===== src/rtl/loader_sink.sv =====
// Loader-side download endpoint: packs acknowledged loader bytes into 16-bit
// words and commits them to the SDRAM arbiter, flushing any partial word at the end.
module loader_sink #(
  parameter int LDR_AW = 19,
  parameter int MEM_AW = LDR_AW - 1
) (
  input  logic              clk_sys,
  input  logic              reset,
  input  logic              ldr_oe,
  input  logic              ldr_wr,
  input  logic [LDR_AW-1:0] ldr_adr,
  input  logic [7:0]        ldr_wdat,
  input  logic              ldr_done,
  output logic              ldr_ack,
  output logic              mem_req,
  output logic [MEM_AW-1:0] mem_adr,
  output logic [15:0]       mem_wdat,
  output logic [1:0]        mem_be,
  input  logic              mem_ack,
  output logic              busy
);

  typedef enum logic [2:0] {
    S_IDLE,
    S_ACK,
    S_HOLD0,
    S_HOLD1,
    S_WRITE,
    S_FLUSH
  } state_t;

  state_t            state_q, state_d;
  logic              pend_v;
  logic [MEM_AW-1:0] pend_wadr;
  logic [15:0]       pend_dat;
  logic [1:0]        pend_be;

  logic              wr_req;
  logic [MEM_AW-1:0] adr_word;
  logic              capture;
  logic              commit;

  assign wr_req   = ldr_oe & ldr_wr;
  assign adr_word = ldr_adr[LDR_AW-1:1];

  always_ff @(posedge clk_sys) begin
    if (reset) state_q <= S_IDLE;
    else       state_q <= state_d;
  end

  always_comb begin
    state_d = state_q;
    capture = 1'b0;
    commit  = 1'b0;
    case (state_q)
      S_IDLE: begin
        if (pend_v && (ldr_done || !ldr_oe)) begin
          state_d = S_FLUSH;
        end else if (wr_req && pend_v && (adr_word != pend_wadr)) begin
          // the new byte stays unacknowledged and is re-evaluated after the write
          state_d = S_WRITE;
        end else if (wr_req) begin
          capture = 1'b1;
          state_d = S_ACK;
        end
      end
      S_ACK:   state_d = S_HOLD0;
      S_HOLD0: state_d = S_HOLD1;
      S_HOLD1: state_d = (pend_be == 2'b11) ? S_WRITE : S_IDLE;
      S_WRITE, S_FLUSH: begin
        if (mem_ack) begin
          commit  = 1'b1;
          state_d = S_IDLE;
        end
      end
      default: state_d = S_IDLE;
    endcase
  end

  always_ff @(posedge clk_sys) begin
    if (reset) begin
      pend_v    <= 1'b0;
      pend_wadr <= '0;
      pend_dat  <= '0;
      pend_be   <= '0;
    end else if (commit) begin
      pend_v   <= 1'b0;
      pend_dat <= '0;
      pend_be  <= '0;
    end else if (capture) begin
      pend_v    <= 1'b1;
      pend_wadr <= adr_word;
      if (ldr_adr[0]) begin
        pend_dat[15:8] <= ldr_wdat;
        pend_be[1]     <= 1'b1;
      end else begin
        pend_dat[7:0]  <= ldr_wdat;
        pend_be[0]     <= 1'b1;
      end
    end
  end

  // outputs come from state and the pending buffer only; busy alone follows ldr_oe
  assign ldr_ack  = (state_q == S_ACK);
  assign mem_req  = (state_q == S_WRITE) || (state_q == S_FLUSH);
  assign mem_adr  = pend_wadr;
  assign mem_wdat = pend_dat;
  assign mem_be   = pend_be;
  assign busy     = ldr_oe | pend_v | (state_q != S_IDLE);

endmodule

===== config.mk =====
export PLATFORM = sky130hd
export DESIGN_NAME = loader_sink
export DESIGN_NICKNAME = d
export VERILOG_FILES = /design/src/rtl/loader_sink.sv
export SDC_FILE = /design/constraint.sdc
export NUM_CORES = 1
export LEC_CHECK = 0
export ABC_AREA = 1
export CAP_MARGIN = 20
export CORE_ASPECT_RATIO = 1.2
export CORE_MARGIN = 2
export CORE_UTILIZATION = 49
export DETAILED_ROUTE_END_ITERATION = 12
export PLACE_DENSITY_LB_ADDON = 0.2
export SYNTH_ARGS = -nofsm -noshare
export SYNTH_HDL_FRONTEND = slang
export SYNTH_SLANG_ARGS = --single-unit

===== constraint.sdc =====
create_clock -name clk_sys -period 2.4 [get_ports clk_sys]
set_input_delay 0.48 -clock clk_sys [delete_from_list [all_inputs] [get_ports clk_sys]]
set_output_delay 0.48 -clock clk_sys [all_outputs]
set_load 0.1 [all_outputs]

## Word-level counts from Yosys, hierarchy flattened

Index checks and enable logic that the tools add are counted.

| word-level totals | value |
|---|---|
| bits in read-only memories | 0 |
| memory bits (writable) | 0 |
| bits in registers | 40 |
| bits in latches | 0 |
| word-level logic and storage cells | 47 |
| output and inout port bits | 39 |
| memories kept | 0 |
| bits of input ports | 33 |

| operators by class | value |
|---|---|
| equality and inequality tests | 9 |
| order comparisons | 0 |
| multipliers | 0 |
| reduce and logical (&&, ||, !) cells | 14 |
| shift operators | 0 |
| multiplexer cells | 12 |
| bitwise gates (word level) | 5 |
| add/sub/neg operators | 0 |
| divide/modulo/power cells | 0 |

Operator list:

| cell | number |
|---|---|
| $ne A18 B18 Y1 | 1 |
| $mux W3 | 5 |
| $pmux W3 S5 | 1 |
| $reduce_and A2 Y1 | 4 |
| $eq A3 B2 Y1 const B | 2 |
| $eq A3 B3 Y1 const B | 2 |
| $mux W1 | 6 |
| $ne A4 B4 Y1 const B | 1 |
| $reduce_or A2 Y1 | 2 |
| $eq A3 B1 Y1 const B | 1 |
| $logic_and A1 B1 Y1 | 3 |
| $logic_not A3 Y1 | 1 |
| $reduce_bool A3 Y1 | 1 |
| $eq A2 B2 Y1 const B | 1 |
| $logic_or A1 B1 Y1 | 2 |
| $ne A2 B2 Y1 const B | 1 |
| $not A1 Y1 | 2 |
| $or A1 B1 Y1 | 2 |
| $and A1 B1 Y1 | 1 |
| $logic_not A1 Y1 | 1 |

## Logic depth before layout (Yosys ltp)

Gate-level depths: netlist (run 1).

| logic depth | value |
|---|---|
| word-level depth | 7 |
| gate-level depth with buffers | 14 |

## Worst setup path after synthesis (run 1)

No wires, ideal clock.

| timing path | value |
|---|---|
| kind | register to register |
| from | register state_q[2] |
| to | register pend_dat[0] (netlist: mem_wdat[0]) |
| data arrival time | 2549 ps |
| required time | 2287 ps |
| stages on the path, launching flop included | 9 |
| path buffers | 1 |
| setup slack | -261 ps |
| path through | dfxtp_1 > inv_1 > nor2_1 > inv_1 > o21ai_1 > inv_1 > clkbuf_1 > nand2_1 > nor2_1 |

| on the way | value |
|---|---|
| cells in the longest elaborated chain, start to end | 4 |

RTL lines:

| element | line | RTL |
|---|---|---|
| start: declaration | 32 | `state_t state_q, state_d;` |
| start signal: assignment | 48 | `else state_q <= state_d;` |
| $eq A3 B3 Y1 | 55 | `case (state_q)` |
| $reduce_or A2 Y1 | 55 |  |
| $mux W1 | 55 |  |
| $reduce_or A2 Y1 (no line) | - |  |
| end signal: assignment | 97 | `pend_dat[7:0] <= ldr_wdat;` |
| end: declaration | 35 | `logic [15:0] pend_dat;` |

Several ways; a longest one is shown, not always the timed one.
A chain may end at the register's enable or synchronous reset.

## Worst setup path after layout (run 1)

| timing path | value |
|---|---|
| from | input port ldr_adr[3] |
| to | register pend_wadr[0] (netlist: mem_adr[0]) |

| on the way | value |
|---|---|
| cells in the longest elaborated chain, start to end | 6 |

RTL lines:

| element | line | RTL |
|---|---|---|
| start: declaration | 11 | `input logic [LDR_AW-1:0] ldr_adr,` |
| $ne A18 B18 Y1 | 59 | `end else if (wr_req && pend_v && (adr_word != pend_wadr)) begin` |
| $logic_and A1 B1 Y1 | 59 |  |
| $mux W1 | 59 |  |
| $mux W1 | 57 | `if (pend_v && (ldr_done \|\| !ldr_oe)) begin` |
| $mux W1 | 55 |  |
| $reduce_and A2 Y1 (no line) | - |  |
| end signal: assignment | 92 | `pend_wadr <= adr_word;` |
| end: declaration | 34 | `logic [MEM_AW-1:0] pend_wadr;` |

Every way passes these cells.

==> metrics, run 1 <==
Antenna Nets Post-Route 0; H-tree levels 2; Starting Density 49.97%; r2r setup slk 0.64 ns; final core occ 67.62%; FILL cells 384; startpoint types primary input; Clock Skew 0.003123 ns; Clk pin slew, worst setup/hold paths 0.08 ns; fmax 480.1 MHz; layout cells sized above 1 15.56%; first-pass GRT wire length 7997 µm; worst hold stages 2; Worst Path Required 2.57 ns; Ys Warns 0; RSZ-0062 raised after global routing no; number of cell rows 26; boundary pin count 72; clock root buffer clkbuf_8; final setup vio count 0; Distinct cells, synth 22; setup TNS 0 ns; Pre-antenna DRT Iters 4; HP Class reg -> reg; Die Wd 63.72 µm; Max Cap Viol 0; number of synthesized register bits 40; Worst-Margin Slew 0.4661 ns; outcome complete, no violations; worst-path fanout max 19; fin. max-slew vios 0; CP Class in -> reg; Arr. time, crit path 2.25 ns; maximum vdd drop 0.0005760 V; GP Congestion 0.8950; RR Startpoint mem_adr[2]; total clock buffers created by CTS 5; IO buf count 71; slew margin rel. 68.89%; Syn Nets 365; vias in the first global route 1948; Final #Nets 437; Global Route Usage Sum 20.63%; DIE AREA 0.004821 mm²; Reg2Reg Capture Point mem_adr[0]; fin area 0.002838 mm²; antenna cells 0; drt total wl 4614 µm; Mapped Cells 332; Detail Placement HPWL 3491 µm; post-layout min period 2.083 ns; DRC violations left 0; global route overflow 0; CP endpoint kind register; largest net degree at the start of global routing 21; Area growth syn-to-layout 35.32%; sequential cell area 800.8 µm²; initial antenna violation count 0; register area share after synthesis 38.19%; Final Hold Viols 0; Placed Area 0.002745 mm²; # Post-CTS Setup Buffers 0; Min-Delay Startpoint mem_be[0]; vias 2128; core area 0.004197 mm²; worst r2r path cells 13; CTS Hold Buffers Added 0; Die Y 75.66 µm; hold endpoint mem_be[0]; power per cell area 940.4 mW/mm²; Final period util 86.79%; Iter 0 DRT Violations 85; post-synthesis area per instance 6.316 µm²; routed len/inst 10.01 µm; CTS Buffer Depth 2; P_leak 1.408 nW; post_cts resized 0; mapped cell area 0.002097 mm²; clk sinks 40; clk_lat worst skew 0.28 ns; combined area of the multi-input logic cells 978.4 µm²; CTS tree done; number of vias per cell 4.616
==> layout make-up <==
type	count	area share [%]
sequential	40	28.22
clock buffer	6	2.910
clock inverter	2	0.3527
timing repair buffer	74	22.84
tap	56	2.469
inverter	64	8.730
multi-input combinational	219	34.48
==> cell usage after synthesis <==
cell type	n	share of area [%]
nand2_1	105	19
buf_8	1	0.72
a21oi_2	1	0.42
clkbuf_1	3	0.54
inv_1	63	11
nor2_2	3	0.90
nor2_1	51	9.1
dfxtp_1	40	38
buf_6	3	1.6
buf_2	1	0.24
or2_0	1	0.30
a21oi_1	23	5.5
buf_4	1	0.36
nand3_1	23	5.5
nand2_4	3	1.6
nand3_2	1	0.48
nor2_4	1	0.54
o21ai_1	1	0.24
nor3_1	1	0.24
nand4_4	2	2.0
nand4_1	3	0.90
inv_8	1	0.54
==> routing by layer <==
layer | track usage (%) | share of wire (%) | up-vias
li1 | - | - | 1134
met1 | 23.41 | 42 | 934
met2 | 36.73 | 49 | 54
met3 | 6.499 | 7.2 | 6
met4 | 7.971 | 1.0 | 0
met5 | 0 | 0 | -
==> critical path, stage by stage <==
cell and delay [ns]:
clkdlybuf4s50_1 0.52, inv_1 0.05, nand2_1 0.05, nand2_1 0.05, nor2_1 0.11, nand2_1 0.07, nor2_2 0.14, nand3_2 0.11
nand2_4 0.13, nand2_4 0.08, inv_8 0.13, nand2_4 0.15, nand2_1 0.11, a21oi_1 0.06
==> placed cells by master (no fill, tap or decap), drive strengths merged <==
cell type and instances:
buf 42, nor3 1, clkdlybuf4s50 32, nand4 5
a21oi 24, nand3 24, nand2 108, inv 64
nor2 55, dfxtp 40, or2 1, o21ai 1
clkinv 2, clkbuf 6
==> stage by stage <==
step | hold WS (ns) | setup WS [ns] | power [mW] | cells
after CTS | 0.4701 | 0.3034 | 2.693 | 461
after floorplan | 0.4732 | 0.1465 | 1.941 | 332
after global placement | 0.4606 | 0.05320 | 2.216 | 453
after global routing | 0.5122 | 0.1538 | 2.825 | 461
final | 0.4653 | 0.3171 | 2.669 | 461
after detailed placement | 0.4581 | 0.01383 | 2.234 | 453
==> logic make-up (layout without fill, tap and decap cells) <==
kind of cell | Yosys count | count (layout) | synth area share (%)
AO/OA/AOI/OAI | 25 | 25 | 6.145
buffers and inverters | 73 | 146 | 15.27
flip-flops | 40 | 40 | 38.19
AND/OR/NAND/NOR | 194 | 194 | 40.39
==> power breakdown <==
| part | total [mW] | switching [mW] | internal, mW | leakage, nW |
|---|---|---|---|---|
| sequential | 0.837 | 0.0772 | 0.760 | 0.326 |
| clock | 0.454 | 0.225 | 0.229 | 0.0510 |
| combinational | 1.38 | 1.03 | 0.345 | 1.03 |
==> sequential cells by signal (all words and copies together) (netlist names) <==
register  count
mem_be        2
mem_adr      18
state_q       3
mem_wdat     16
pend_v        1
==> worst max path at each step <==
stage | cells after the start | start | end
final | 14 | ldr_adr[3] | mem_adr[0]
after global routing | 14 | ldr_adr[4] | mem_adr[5]
after CTS | 14 | ldr_adr[3] | mem_adr[0]
after detailed placement | 14 | ldr_adr[3] | mem_adr[15]
after global placement | 14 | ldr_adr[4] | mem_adr[10]
after floorplan | 14 | mem_adr[2] | mem_adr[16]
Note: power is estimated with default switching activity, not from simulation.
==> inputs of run 2 (changes only) <==
--- a/config.mk
+++ b/config.mk
@@ -12,6 +12,7 @@
 export CORE_UTILIZATION = 49
 export DETAILED_ROUTE_END_ITERATION = 12
 export PLACE_DENSITY_LB_ADDON = 0.2
+export SKIP_LAST_GASP = 1
 export SYNTH_ARGS = -nofsm -noshare
 export SYNTH_HDL_FRONTEND = slang
 export SYNTH_SLANG_ARGS = --single-unit
==> results of run 2 <==
Same layout as run 1: the final DEF is identical, and so are final timing and power.
